$ cat config.mk
export PLATFORM = sky130hd
export DESIGN_NAME = pe_argmax
export DESIGN_NICKNAME = d
export VERILOG_FILES = /design/src/rtl/pe_argmax.sv
export SDC_FILE = /design/constraint.sdc
export NUM_CORES = 1
export LEC_CHECK = 0
export BUFFER_PORTS_ARGS = -buffer_cell sky130_fd_sc_hd__buf_2
export CORE_ASPECT_RATIO = 0.8
export CORE_MARGIN = 10
export CORE_UTILIZATION = 35
export DETAILED_ROUTE_END_ITERATION = 8
export SETUP_SLACK_MARGIN = 0.02
export SYNTH_ARGS = -nofsm -noshare
export SYNTH_HDL_FRONTEND = slang
export SYNTH_SLANG_ARGS = --single-unit
$ cat constraint.sdc
create_clock -name clock -period 4.65 [get_ports clock]
set_clock_uncertainty 0.1 [all_clocks]
set_input_delay 1.395 -clock clock [delete_from_list [all_inputs] [get_ports clock]]
set_output_delay 1.395 -clock clock [all_outputs]
set_load 0.05 [all_outputs]
$ cat src/rtl/pe_argmax.sv
// pe_argmax: running argmax over the NUM_CLASSES binary32 scores of one image.
// After the last class it emits the winning index and score with a one-cycle pulse.
module pe_argmax #(
    parameter int NUM_CLASSES = 10,
    parameter int DATA_W      = 32
) (
    input  logic              clock,
    input  logic              reset,
    input  logic              start,
    input  logic [DATA_W-1:0] pe_out,
    input  logic              done_flag,
    output logic [3:0]        class_idx,
    output logic [DATA_W-1:0] max_val,
    output logic              result_valid,
    output logic              busy,
    output logic              nan_seen,
    output logic [1:0]        fsm_state
);
    typedef enum logic [1:0] {
        IDLE    = 2'd0,
        COLLECT = 2'd1,
        DONE    = 2'd2
    } state_t;

    localparam logic [DATA_W-1:0] CANON_NAN = 32'h7FC0_0000;
    localparam logic [DATA_W-1:0] NEG_ZERO  = 32'h8000_0000;
    localparam logic [3:0]        LAST_IDX  = 4'(NUM_CLASSES - 1);

    state_t            state;
    state_t            state_next;
    logic [3:0]        cnt;
    logic [3:0]        best_idx;
    logic              best_valid;
    logic [DATA_W-1:0] best_val;

    logic              sample;
    logic              last_sample;
    logic              cand_nan;
    logic              cand_wins;
    logic              win_valid;
    logic [3:0]        win_idx;
    logic [DATA_W-1:0] win_val;

    // Monotonic unsigned key: positives above negatives, -0 folded onto +0.
    function automatic logic [DATA_W-1:0] order_key(input logic [DATA_W-1:0] x);
        logic [DATA_W-1:0] z;
        z = (x == NEG_ZERO) ? '0 : x;
        return z[DATA_W-1] ? ~z : {1'b1, z[DATA_W-2:0]};
    endfunction

    // done_flag is a one-cycle strobe with no back-pressure: every strobe seen in
    // COLLECT without a simultaneous start is consumed as the next class in order.
    always_comb begin
        sample      = (state == COLLECT) && done_flag && !start;
        last_sample = sample && (cnt == LAST_IDX);
        cand_nan    = (pe_out[30:23] == 8'hFF) && (pe_out[22:0] != 23'd0);
        cand_wins   = !cand_nan &&
                      (!best_valid || (order_key(pe_out) > order_key(best_val)));
        win_valid   = best_valid || cand_wins;
        win_idx     = cand_wins ? cnt : best_idx;
        win_val     = cand_wins ? pe_out : best_val;
    end

    always_comb begin
        state_next = state;
        case (state)
            IDLE:    if (start) state_next = COLLECT;
            COLLECT: if (last_sample) state_next = DONE;
            DONE:    state_next = start ? COLLECT : IDLE;
            default: state_next = IDLE;
        endcase
    end

    always_ff @(posedge clock or posedge reset) begin
        if (reset) begin
            state <= IDLE;
        end else begin
            state <= state_next;
        end
    end

    always_ff @(posedge clock or posedge reset) begin
        if (reset) begin
            cnt        <= '0;
            best_valid <= 1'b0;
            best_idx   <= '0;
            best_val   <= '0;
            nan_seen   <= 1'b0;
            class_idx  <= '0;
            max_val    <= '0;
        end else if (start) begin
            cnt        <= '0;
            best_valid <= 1'b0;
            best_idx   <= '0;
            best_val   <= '0;
            nan_seen   <= 1'b0;
        end else if (sample) begin
            cnt <= cnt + 4'd1;
            if (cand_nan) begin
                nan_seen <= 1'b1;
            end
            if (cand_wins) begin
                best_valid <= 1'b1;
                best_idx   <= cnt;
                best_val   <= pe_out;
            end
            // An image with no non-NaN score reports class 0 with a canonical quiet NaN.
            if (last_sample) begin
                class_idx <= win_valid ? win_idx : 4'd0;
                max_val   <= win_valid ? win_val : CANON_NAN;
            end
        end
    end

    assign busy         = (state == COLLECT);
    assign result_valid = (state == DONE);
    assign fsm_state    = state;

endmodule

* After elaboration in Yosys (flattened, before gate mapping)
Cells that the tools add are included. Widths: inputs -> output; s select.
Word-level totals: output and inout bits 41, memories kept 0, memory bits (read-only) 0, bits in registers 80, bits of input ports 36, RAM bits 0, latch bits 0, logic and storage cells 64
Cells by class: shift operators 0, reduce and logical (&&, ||, !) cells 19, divide/modulo/power cells 0, $mul 0, $lt $le $gt $ge 1, equality and inequality tests 8, bitwise gates (word level) 3, add/sub/neg operators 1, multiplexer cells 24
Operator list (count):
- $mux 32 | 8
- $eq 32x32->1 const B | 2
- $not 32->32 | 2
- $gt 32x32->1 | 1
- $mux 4 | 6
- $reduce_bool 23->1 | 1
- $eq 8x8->1 const B | 1
- $mux 1 | 7
- $pmux 2 s3 | 1
- $reduce_and 2->1 | 3
- $reduce_bool 2->1 | 3
- $logic_and 1x1->1 | 5
- $add 4x1->4 const B | 1
- $eq 4x4->1 const B | 1
- $mux 2 | 2
- $logic_not 1->1 | 3
- $reduce_and 3->1 | 1
- $eq 2x1->1 const B | 1
- $eq 2x2->1 const B | 1
- $logic_not 2->1 | 1
- $logic_or 1x1->1 | 2
- $ne 2x1->1 const B | 1
- $ne 2x2->1 const B | 1
- $not 1->1 | 1

* Longest topological paths before layout
Gate-level depths: netlist (run 1).
depth after elaboration 10, mapped depth 18, depth with buffers taken out 13

* Worst setup path before layout (run 1)
OpenSTA, ideal clock, no wires.
path type input port to flip-flop, from in pe_out[17], to reg max_val[0], path slack -384 ps, setup time 76 ps, data required time 4474 ps, path buffers 3, arrival time 4858 ps, stages 16, cells stage by stage nor4_1 > nand4_1 > or2_2 > nor2_1 > clkbuf_1 > nor2_1 > ha_1 > a21oi_1 > nand2_1 > a21o_1 > o41a_1 > o21a_1 > or3_1 > buf_6 > buf_6 > o21ai_1
Between the ends: cells in the longest elaborated chain, start to end 9, elaborated cells between the ends (all ways) 13, classes of those cells 1 x order compare; 1 x eq/ne; 4 x mux; 1 x bitwise; 6 x reduce/logical
Ends and longest elaborated chain:
- start: declaration | RTL line 10 | input logic [DATA_W-1:0] pe_out,
- $eq 32x32->1 | RTL line 47 | z = (x == NEG_ZERO) ? '0 : x;
- $mux 32 | RTL line 47
- $not 32->32 | RTL line 48 | return z[DATA_W-1] ? ~z : {1'b1, z[DATA_W-2:0]};
- $mux 32 | RTL line 48
- $gt 32x32->1 | RTL line 58 | (!best_valid || (order_key(pe_out) > order_key(best_val)));
- $logic_or 1x1->1 | RTL line 58
- $logic_and 1x1->1 (*) | RTL line 57 | cand_wins = !cand_nan &&
- $mux 32 / $logic_or 1x1->1 (equally long branches)
- $mux 32 (*) | RTL line 110 | max_val <= win_valid ? win_val : CANON_NAN;
- end signal: assignment | RTL line 110
- end: declaration | RTL line 13 | output logic [DATA_W-1:0] max_val,
Mark *: on every way between the ends. The rest lies on a longest branch, timed or not. A chain may end at the register's enable or synchronous reset.

* Worst setup path in the final report (run 1)
from in pe_out[18], to reg max_val[24]
The elaborated chain is that of the path after synthesis.

==> impl_summary.log, run 1 <==
INFO  metric violations = setup timing
INFO  metric setup_viol = 72
INFO  metric drc = 0
INFO  metric cell_internal_pwr = 0.00142 W
INFO  metric x_dimension_of_the_die = 155 um
INFO  metric grt_setup_unrepaired = yes
INFO  metric worstHoldPathCells = 1
INFO  metric clk_path_buf_depth = 2
INFO  metric final_cell_mix = 80 x dfrtp_1, 79 x buf_4, 71 x buf_2
INFO  metric clock-sinks = 80
INFO  metric element_type_at_the_critical_path_start = input port
INFO  metric timing_worst_slew_pin_value = 1.10 ns
INFO  metric synth.distinct_cells = 44
INFO  metric dp_cells = 865
INFO  metric antenna_found_initial = 0
INFO  metric wl = 15900 um
INFO  metric achievable-frequency = 208 MHz
INFO  metric clock-root-buffer = clkbuf_16
INFO  metric cts-buffers-inserted = 9
INFO  metric synth.ff_latch_count = 80
INFO  metric initial_utilization = 35.8%
INFO  metric drv_slew = 0
INFO  metric post_synth_main_area_contributors = dfrtp_1 39%, ha_1 8.3%, mux2i_1 7.0%
INFO  metric reg2reg_setup_slack = 0.49 ns
INFO  metric worst-endpoint-arrival = 4.94 ns
INFO  metric syn_area = 5120 um2
INFO  metric post_cts_hold_buffer_count = 0
INFO  metric synthToLayoutAreaGrowth = 39.5%
INFO  metric maxCapViolCount = 0
INFO  metric critical_path.max_fanout = 8
INFO  metric final.setup.worst_slack = -0.158 ns
INFO  metric cellLeakagePower = 3.57 nW
INFO  metric die_h = 128 um
INFO  metric start_to_end_type_of_the_worst_setup_path = in -> reg
INFO  metric layout.filler_cells = 1344
INFO  metric synthCells = 567
INFO  metric grt_max_degree = 63
INFO  metric finalWorstPathRequiredPeriod = 4.81 ns
INFO  metric end_kind = flip-flop
INFO  metric fp.dieArea = 19900 um2
INFO  metric synthesis.yosys.warnings = 0
INFO  metric power.share.switching = 31.0%
INFO  metric floorplan.io_pins = 77
INFO  metric critPathRequiredTime = 4.78 ns
INFO  metric place_worst_setup_slack = -0.602 ns
INFO  metric clk-insertion-delay-late = 0.34 ns
INFO  metric run_status = finished with violations
INFO  metric first_iter_violations = 215
INFO  metric seq_power_share = 37.0%
INFO  metric power.clock.fraction = 36.1%
INFO  metric htree_num_levels = 3
INFO  metric grt_first_pass_wirelength = 25300 um
INFO  metric drtAntennaViolNets = 0
INFO  metric wire_per_inst = 17.5 um
INFO  metric vias_per_cell = 5.19
INFO  metric final_hold_viol_count = 0
INFO  metric mostFrequentLayoutCell = dfrtp_1
INFO  metric cts.clk_slew.worst_paths = 0.07 ns
INFO  metric min_period_over_period = 103%
INFO  metric drtPass1Iterations = 5
INFO  metric rr_worst_depth = 13
INFO  metric synth_largest_type_area_fraction = 39.1%
INFO  metric synth-async-reset-ratio = 100%
INFO  metric vias = 4711
INFO  metric synthDominantAreaCellType = dfrtp_1
INFO  metric combinationalPowerShare = 26.9%
INFO  metric synth-seq-area-share = 39.1%
INFO  metric syn_avg_cell_area = 9.02 um2
INFO  metric dp_hpwl = 11200 um
INFO  metric timing.max_slew.rel_slack = 27.0%
INFO  metric vias_in_the_first_global_route = 4920
INFO  metric buffers_on_ports = 76
INFO  metric layoutNonFillerInstCount = 908
INFO  metric synth_flop_cell = dfrtp_1
INFO  metric drive_above_1_share = 34.3%
INFO  metric grt_overflow = 0
INFO  metric antenna_cells_inserted = 0
INFO  metric worst_ir_drop_vdd = 0.000202 V
INFO  metric rows = 39
INFO  metric power.density_cell_area = 289 nW/um2
INFO  metric gpl.final_weighted_congestion = 0.913
INFO  metric number_of_synthesized_flops_with_an_enable_pin = 0
INFO  metric net_switching_power = 0.000640 W
INFO  metric fp.coreArea = 14300 um2
INFO  metric finalNetCount = 789
INFO  metric hold_path_class = reg -> reg
INFO  metric tritoncts_clock_tree = yes
INFO  metric synth_fp_nets = 637
INFO  metric globalRouteTotalUtil = 15.6%
[cell families (layout without fill, tap and decap cells)]
kind of cell	count (synthesis)	after routing	synth area share, %
compound gates	106	106	12.9
buf+inv	73	230	6.09
mux	36	36	7.04
xor+xnor	65	65	11.1
simple gates	173	173	15.4
fa+ha+maj	34	34	8.32
flops	80	80	39.1
[metal layers]
metal | global-route usage, % | wire length (um) | vias up | share of wire (%)
li1 | - | - | 2257 | -
met1 | 20.4 | 7530 | 2333 | 47
met2 | 25.2 | 7350 | 106 | 46
met3 | 4.19 | 811 | 15 | 5.1
met4 | 3.79 | 219 | 0 | 1.4
met5 | 0 | 0 | - | 0
[power groups by stage]
stage	sequential [W]	combinational, W	clock [W]
after floorplan	0.000767	0.000321	0
after global placement	0.000773	0.000477	0
after detailed placement	0.000775	0.000490	0
after CTS	0.000762	0.000513	0.000761
after global routing	0.000768	0.000617	0.000794
final	0.000763	0.000555	0.000745
[layout make-up]
class                      count  area [um2]  area share [%]
clock inverter                 6        75.1            1.05
tap                          184         230            3.23
timing repair buffer         175        1320            18.5
inverter                      39         148            2.07
clock buffer                  10         239            3.35
multi-input combinational    414        3120            43.7
sequential                    80        2000            28.1
[path summary, 6_finish.rpt]
| check | startpoint | endpoint |
|---|---|---|
| min in group asynchronous | reset | best_idx[3]$_DFFE_PP0P_ |
| hold / removal | best_idx[2]$_DFFE_PP0P_ | class_idx[2]$_DFFE_PP0P_ |
| max in group asynchronous | reset | best_val[16]$_DFFE_PP0P_ |
| setup / recovery | pe_out[18] | max_val[24]$_DFFE_PP0P_ |
| hold reg to reg | best_idx[2]$_DFFE_PP0P_ | class_idx[2]$_DFFE_PP0P_ |
| setup reg to reg | best_val[5]$_DFFE_PP0P_ | max_val[24]$_DFFE_PP0P_ |
[Yosys cell counts (3+ instances only)]
cell type	instances
o21ai_0	11
nor2b_1	3
xnor2_1	31
nor2_1	75
a21oi_1	26
buf_2	3
a22oi_1	25
o22ai_1	7
nand2_1	43
nor4_1	17
mux2i_1	36
o21ai_1	20
nand3_1	5
nand4_1	12
buf_4	3
buf_1	3
buf_6	3
nor3_1	4
xor2_1	34
clkbuf_1	22
and2_1	3
o21a_1	4
ha_1	34
inv_1	39
dfrtp_1	80
or2_2	3
[flip-flops by register name (all words and copies together), names as in the netlist]
name,cells
best_val,32
max_val,32
best_idx,4
class_idx,4
cnt,4
fsm_state,2
best_valid,1
nan_seen,1
[worst max-delay path, stage by stage]
cell and delay, ns:
buf_4 0.13, nor4_4 0.27, buf_4 0.14, nand4_1 0.14, or2_4 0.30, nor2_4 0.18, buf_6 0.16, buf_8 0.12
buf_6 0.12, nor2_4 0.04, ha_4 0.27, nand4_1 0.14, nor4_2 0.36, and3_4 0.28, nor2_4 0.04, o21a_1 0.12
or3_4 0.42, buf_8 0.16, o21a_1 0.17
[what timing repair did]
action	4_1_cts	5_1_grt
gates cloned	0	2
pin swaps	16	21
buffers inserted	18	8
endpoints found under the setup margin	72	72
gates resized for setup	35	50
[stage by stage]
stage,util [%],hold slack [ns],cell area (um2),total power [W],setup TNS [ns]
global placement,43.3,0.385,6190,0.00125,-22.55
global route,49.9,0.427,7140,0.00218,-14.61
detailed placement,43.3,0.383,6190,0.00127,-35.02
CTS,47.5,0.397,6790,0.00204,-0.139
finish,49.9,0.397,7140,0.00206,-5.77
floorplan,-,0.366,5140,0.00109,0
No activity file was read; power rests on OpenSTA's default activity.
==> inputs of run 2 (changes only) <==
Settings changed: ABC_CLOCK_PERIOD_IN_PS set to 4650, CELL_PAD_IN_SITES_DETAIL_PLACEMENT set to 1, CELL_PAD_IN_SITES_GLOBAL_PLACEMENT set to 2, PLACE_DENSITY_LB_ADDON set to 0.1.
==> run 2 against run 1 <==
Against the previous run:
- the flow still finishes with violations (setup timing)
- die area did not move
- critical path depth decreased by 1
- flip-flop and latch count unchanged
- global-route usage increased by 1.9 points
- first-iteration DRC count down 14%
- clock-buffer cell count up 1
- clock power is 9.9% higher
- final area is 0.56% higher
- maximum frequency is 1.2% higher
- non-clock buffer count decreased by 14
- critical endpoint unchanged
- largest cell class unchanged
- largest power group is now clock
==> impl_summary.log, run 2 (synthesis results as in run 1) <==
INFO  metric final_cell_mix = 80 x dfrtp_1, 73 x buf_2, 69 x buf_4 (was 80 x dfrtp_1, 79 x buf_4, 71 x buf_2)
INFO  metric cell_type_of_the_slowest_stage_on_the_worst_timing_path = o41a_1 (was or3_4)
INFO  metric worst_hold_startpoint = nan_seen$_DFFE_PP0P_ (was best_idx[2]$_DFFE_PP0P_)
INFO  metric place_worst_setup_slack = -0.801 ns (was -0.602 ns)
INFO  metric post_cts_hold_buffer_count = 0 (unchanged)
INFO  metric fp.dieArea = 19900 um2 (unchanged)
INFO  metric final_hold_viol_count = 0 (unchanged)
INFO  metric drtPass1Iterations = 4 (was 5)
INFO  metric grt_overflow = 0 (unchanged)
INFO  metric min_period_over_period = 102% (was 103%)
INFO  metric worst-endpoint-arrival = 4.90 ns (was 4.94 ns)
INFO  metric worstHoldPathCells = 2 (was 1)
INFO  metric grt_first_pass_wirelength = 27700 um (was 25300 um)
INFO  metric globalRouteTotalUtil = 17.5% (was 15.6%)
INFO  metric fp.coreArea = 14300 um2 (unchanged)
INFO  metric dp_cells = 865 (unchanged)
INFO  metric worst_ir_drop_vdd = 0.000204 V (was 0.000202 V)
INFO  metric crit-reg2reg-launch = best_val[30]$_DFFE_PP0P_ (was best_val[5]$_DFFE_PP0P_)
INFO  metric element_type_at_the_critical_path_start = input port (unchanged)
INFO  metric critical_path.max_fanout = 7 (was 8)
INFO  metric drive_above_1_share = 35.2% (was 34.3%)
INFO  metric cellLeakagePower = 3.51 nW (was 3.57 nW)
INFO  metric crit_path_cell_trace = buf_8 -> nor4_4 -> buf_4 -> nand4_1 -> or2_4 -> nor2_4 -> buf_12 -> buf_8 -> nor2_4 -> ha_4 -> nor2b_4 -> o21bai_4 -> a21boi_2 -> o41a_1 -> o21a_1 -> or3_4 -> buf_6 -> o21a_1 (was buf_4 -> nor4_4 -> buf_4 -> nand4_1 -> or2_4 -> nor2_4 -> buf_6 -> buf_8 -> buf_6 -> nor2_4 -> ha_4 -> nand4_1 -> nor4_2 -> and3_4 -> nor2_4 -> o21a_1 -> or3_4 -> buf_8 -> o21a_1)
INFO  metric vias = 4652 (was 4711)
INFO  metric layoutNonFillerInstCount = 894 (was 908)
INFO  metric violations = setup timing (unchanged)
INFO  metric biggestRegsByFlops = best_val x32, max_val x32 (unchanged)
INFO  metric holdPathEnd = nan_seen$_DFFE_PP0P_ (was class_idx[2]$_DFFE_PP0P_)
INFO  metric timing.max_slew.rel_slack = 38.4% (was 27.0%)
INFO  metric initial_utilization = 35.8% (unchanged)
INFO  metric reg2reg_to = max_val[24]$_DFFE_PP0P_ (unchanged)
INFO  metric clk-insertion-delay-late = 0.36 ns (was 0.34 ns)
INFO  metric grt_setup_unrepaired = yes (unchanged)
INFO  metric dp_hpwl = 12500 um (was 11200 um)
INFO  metric gpl.final_weighted_congestion = 0.825 (was 0.913)
INFO  metric path_delay_family = simple AND/OR/NAND/NOR gates (unchanged)
INFO  metric rows = 39 (unchanged)
INFO  metric clock-root-buffer = clkbuf_16 (unchanged)
INFO  metric first_iter_violations = 184 (was 215)
INFO  metric wire_per_inst = 20.0 um (was 17.5 um)
INFO  metric cts-buffers-inserted = 9 (unchanged)
INFO  metric vias_per_cell = 5.20 (was 5.19)
INFO  metric setup_viol = 64 (was 72)
INFO  metric critical_path.n_buffers_inverters = 5 (was 6)
INFO  metric hold_path_class = reg -> reg (unchanged)
INFO  metric reg2reg_setup_slack = 0.42 ns (was 0.49 ns)
INFO  metric maxCapViolCount = 0 (unchanged)
INFO  metric timing_worst_slew_pin_value = 0.923 ns (was 1.10 ns)
INFO  metric synthToLayoutAreaGrowth = 40.3% (was 39.5%)
INFO  metric end_kind = flip-flop (unchanged)
INFO  metric buffers_on_ports = 76 (unchanged)
INFO  metric antenna_found_initial = 0 (unchanged)
INFO  metric htree_num_levels = 3 (unchanged)
INFO  metric start_to_end_type_of_the_worst_setup_path = in -> reg (unchanged)
INFO  metric clk_path_buf_depth = 2 (unchanged)
INFO  metric drtAntennaViolNets = 0 (unchanged)
INFO  metric floorplan.io_pins = 77 (unchanged)
INFO  metric run_status = finished with violations (unchanged)
INFO  metric critPathRequiredTime = 4.80 ns (was 4.78 ns)
INFO  metric drc = 0 (unchanged)
INFO  metric mostFrequentLayoutCell = dfrtp_1 (unchanged)
INFO  metric cts.clk_slew.worst_paths = 0.06 ns (was 0.07 ns)
INFO  metric drv_slew = 0 (unchanged)
INFO  metric power.density_cell_area = 305 nW/um2 (was 289 nW/um2)
INFO  metric rr_worst_depth = 13 (unchanged)
INFO  metric finalWorstPathRequiredPeriod = 4.75 ns (was 4.81 ns)
INFO  metric vias_in_the_first_global_route = 5002 (was 4920)
INFO  metric wl = 17900 um (was 15900 um)
INFO  metric worst_path_largest_cell_delay = 0.49 ns (was 0.42 ns)
INFO  metric clock-sinks = 80 (unchanged)
INFO  metric final.setup.worst_slack = -0.100 ns (was -0.158 ns)
INFO  metric die_h = 128 um (unchanged)
INFO  metric tritoncts_clock_tree = yes (unchanged)
INFO  metric achievable-frequency = 211 MHz (was 208 MHz)
INFO  metric finalNetCount = 775 (was 789)
INFO  metric x_dimension_of_the_die = 155 um (unchanged)
INFO  metric grt_max_degree = 51 (was 63)
INFO  metric antenna_cells_inserted = 0 (unchanged)
[run 2: metrics by stage]
step | utilization, % | hold WS, ns | total power, W | setup TNS, ns | instance area (um2)
after detailed placement | 43.2 | 0.387 | 0.00128 | -52.44 | 6170
final | 50.2 | 0.403 | 0.00219 | -2.29 | 7180
after global placement | 43.2 | 0.383 | 0.00126 | -47.52 | 6170
after floorplan | - | 0.366 | 0.00109 | 0 | 5140
after CTS | 47.3 | 0.406 | 0.00212 | -0.383 | 6760
after global routing | 50.2 | 0.422 | 0.00231 | -13.68 | 7180
[run 2: worst min-delay path: cells and delay by family (launching register included)]
kind / cells / cell delay (ns)
compound gates: 1 / 0.04
simple gates: 1 / 0.08
flops: 1 / 0.34
[run 2: final cells by class]
cell class	count	area (um2)
repair buffers	161	1170
fillers	1606	7120
clock inverters	5	86.3
well taps	184	230
flip-flops and latches	80	2000
multi-input cells	414	3290
inverters	39	148
clock buffers	11	253
[run 2: worst max-delay path by stage]
stage / from / to / depth (start not counted)
3_5_place_dp: pe_out[0] / max_val[21]$_DFFE_PP0P_ / 16
2_1_floorplan: pe_out[17] / max_val[0]$_DFFE_PP0P_ / 16
4_1_cts: pe_out[11] / max_val[24]$_DFFE_PP0P_ / 18
5_1_grt: pe_out[15] / best_val[8]$_DFFE_PP0P_ / 20
6_report: pe_out[15] / max_val[24]$_DFFE_PP0P_ / 18
3_3_place_gp: pe_out[0] / max_val[20]$_DFFE_PP0P_ / 16
[run 2: where the power goes]
group / internal, W / switching [W]
Clock: 0.000505 / 0.000314
Combinational: 0.000280 / 0.000322
Sequential: 0.000724 / 0.0000412
Total: 0.00151 / 0.000678
[run 2: routing by layer]
metal,routed length (um),share of wire [%],track usage (%),up-vias
met5,0,0,0,-
met1,8490,47,23.0,2326
met4,198,1.1,4.89,0
met3,738,4.1,4.43,18
li1,-,-,-,2225
met2,8480,47,27.9,83
[run 2: what timing repair did]
action / CTS / global route
setup buffers: 7 / 7
pin swaps: 5 / 37
gates resized for setup: 38 / 71
setup endpoints to repair: 72 / 72
gates cloned: 2 / 1
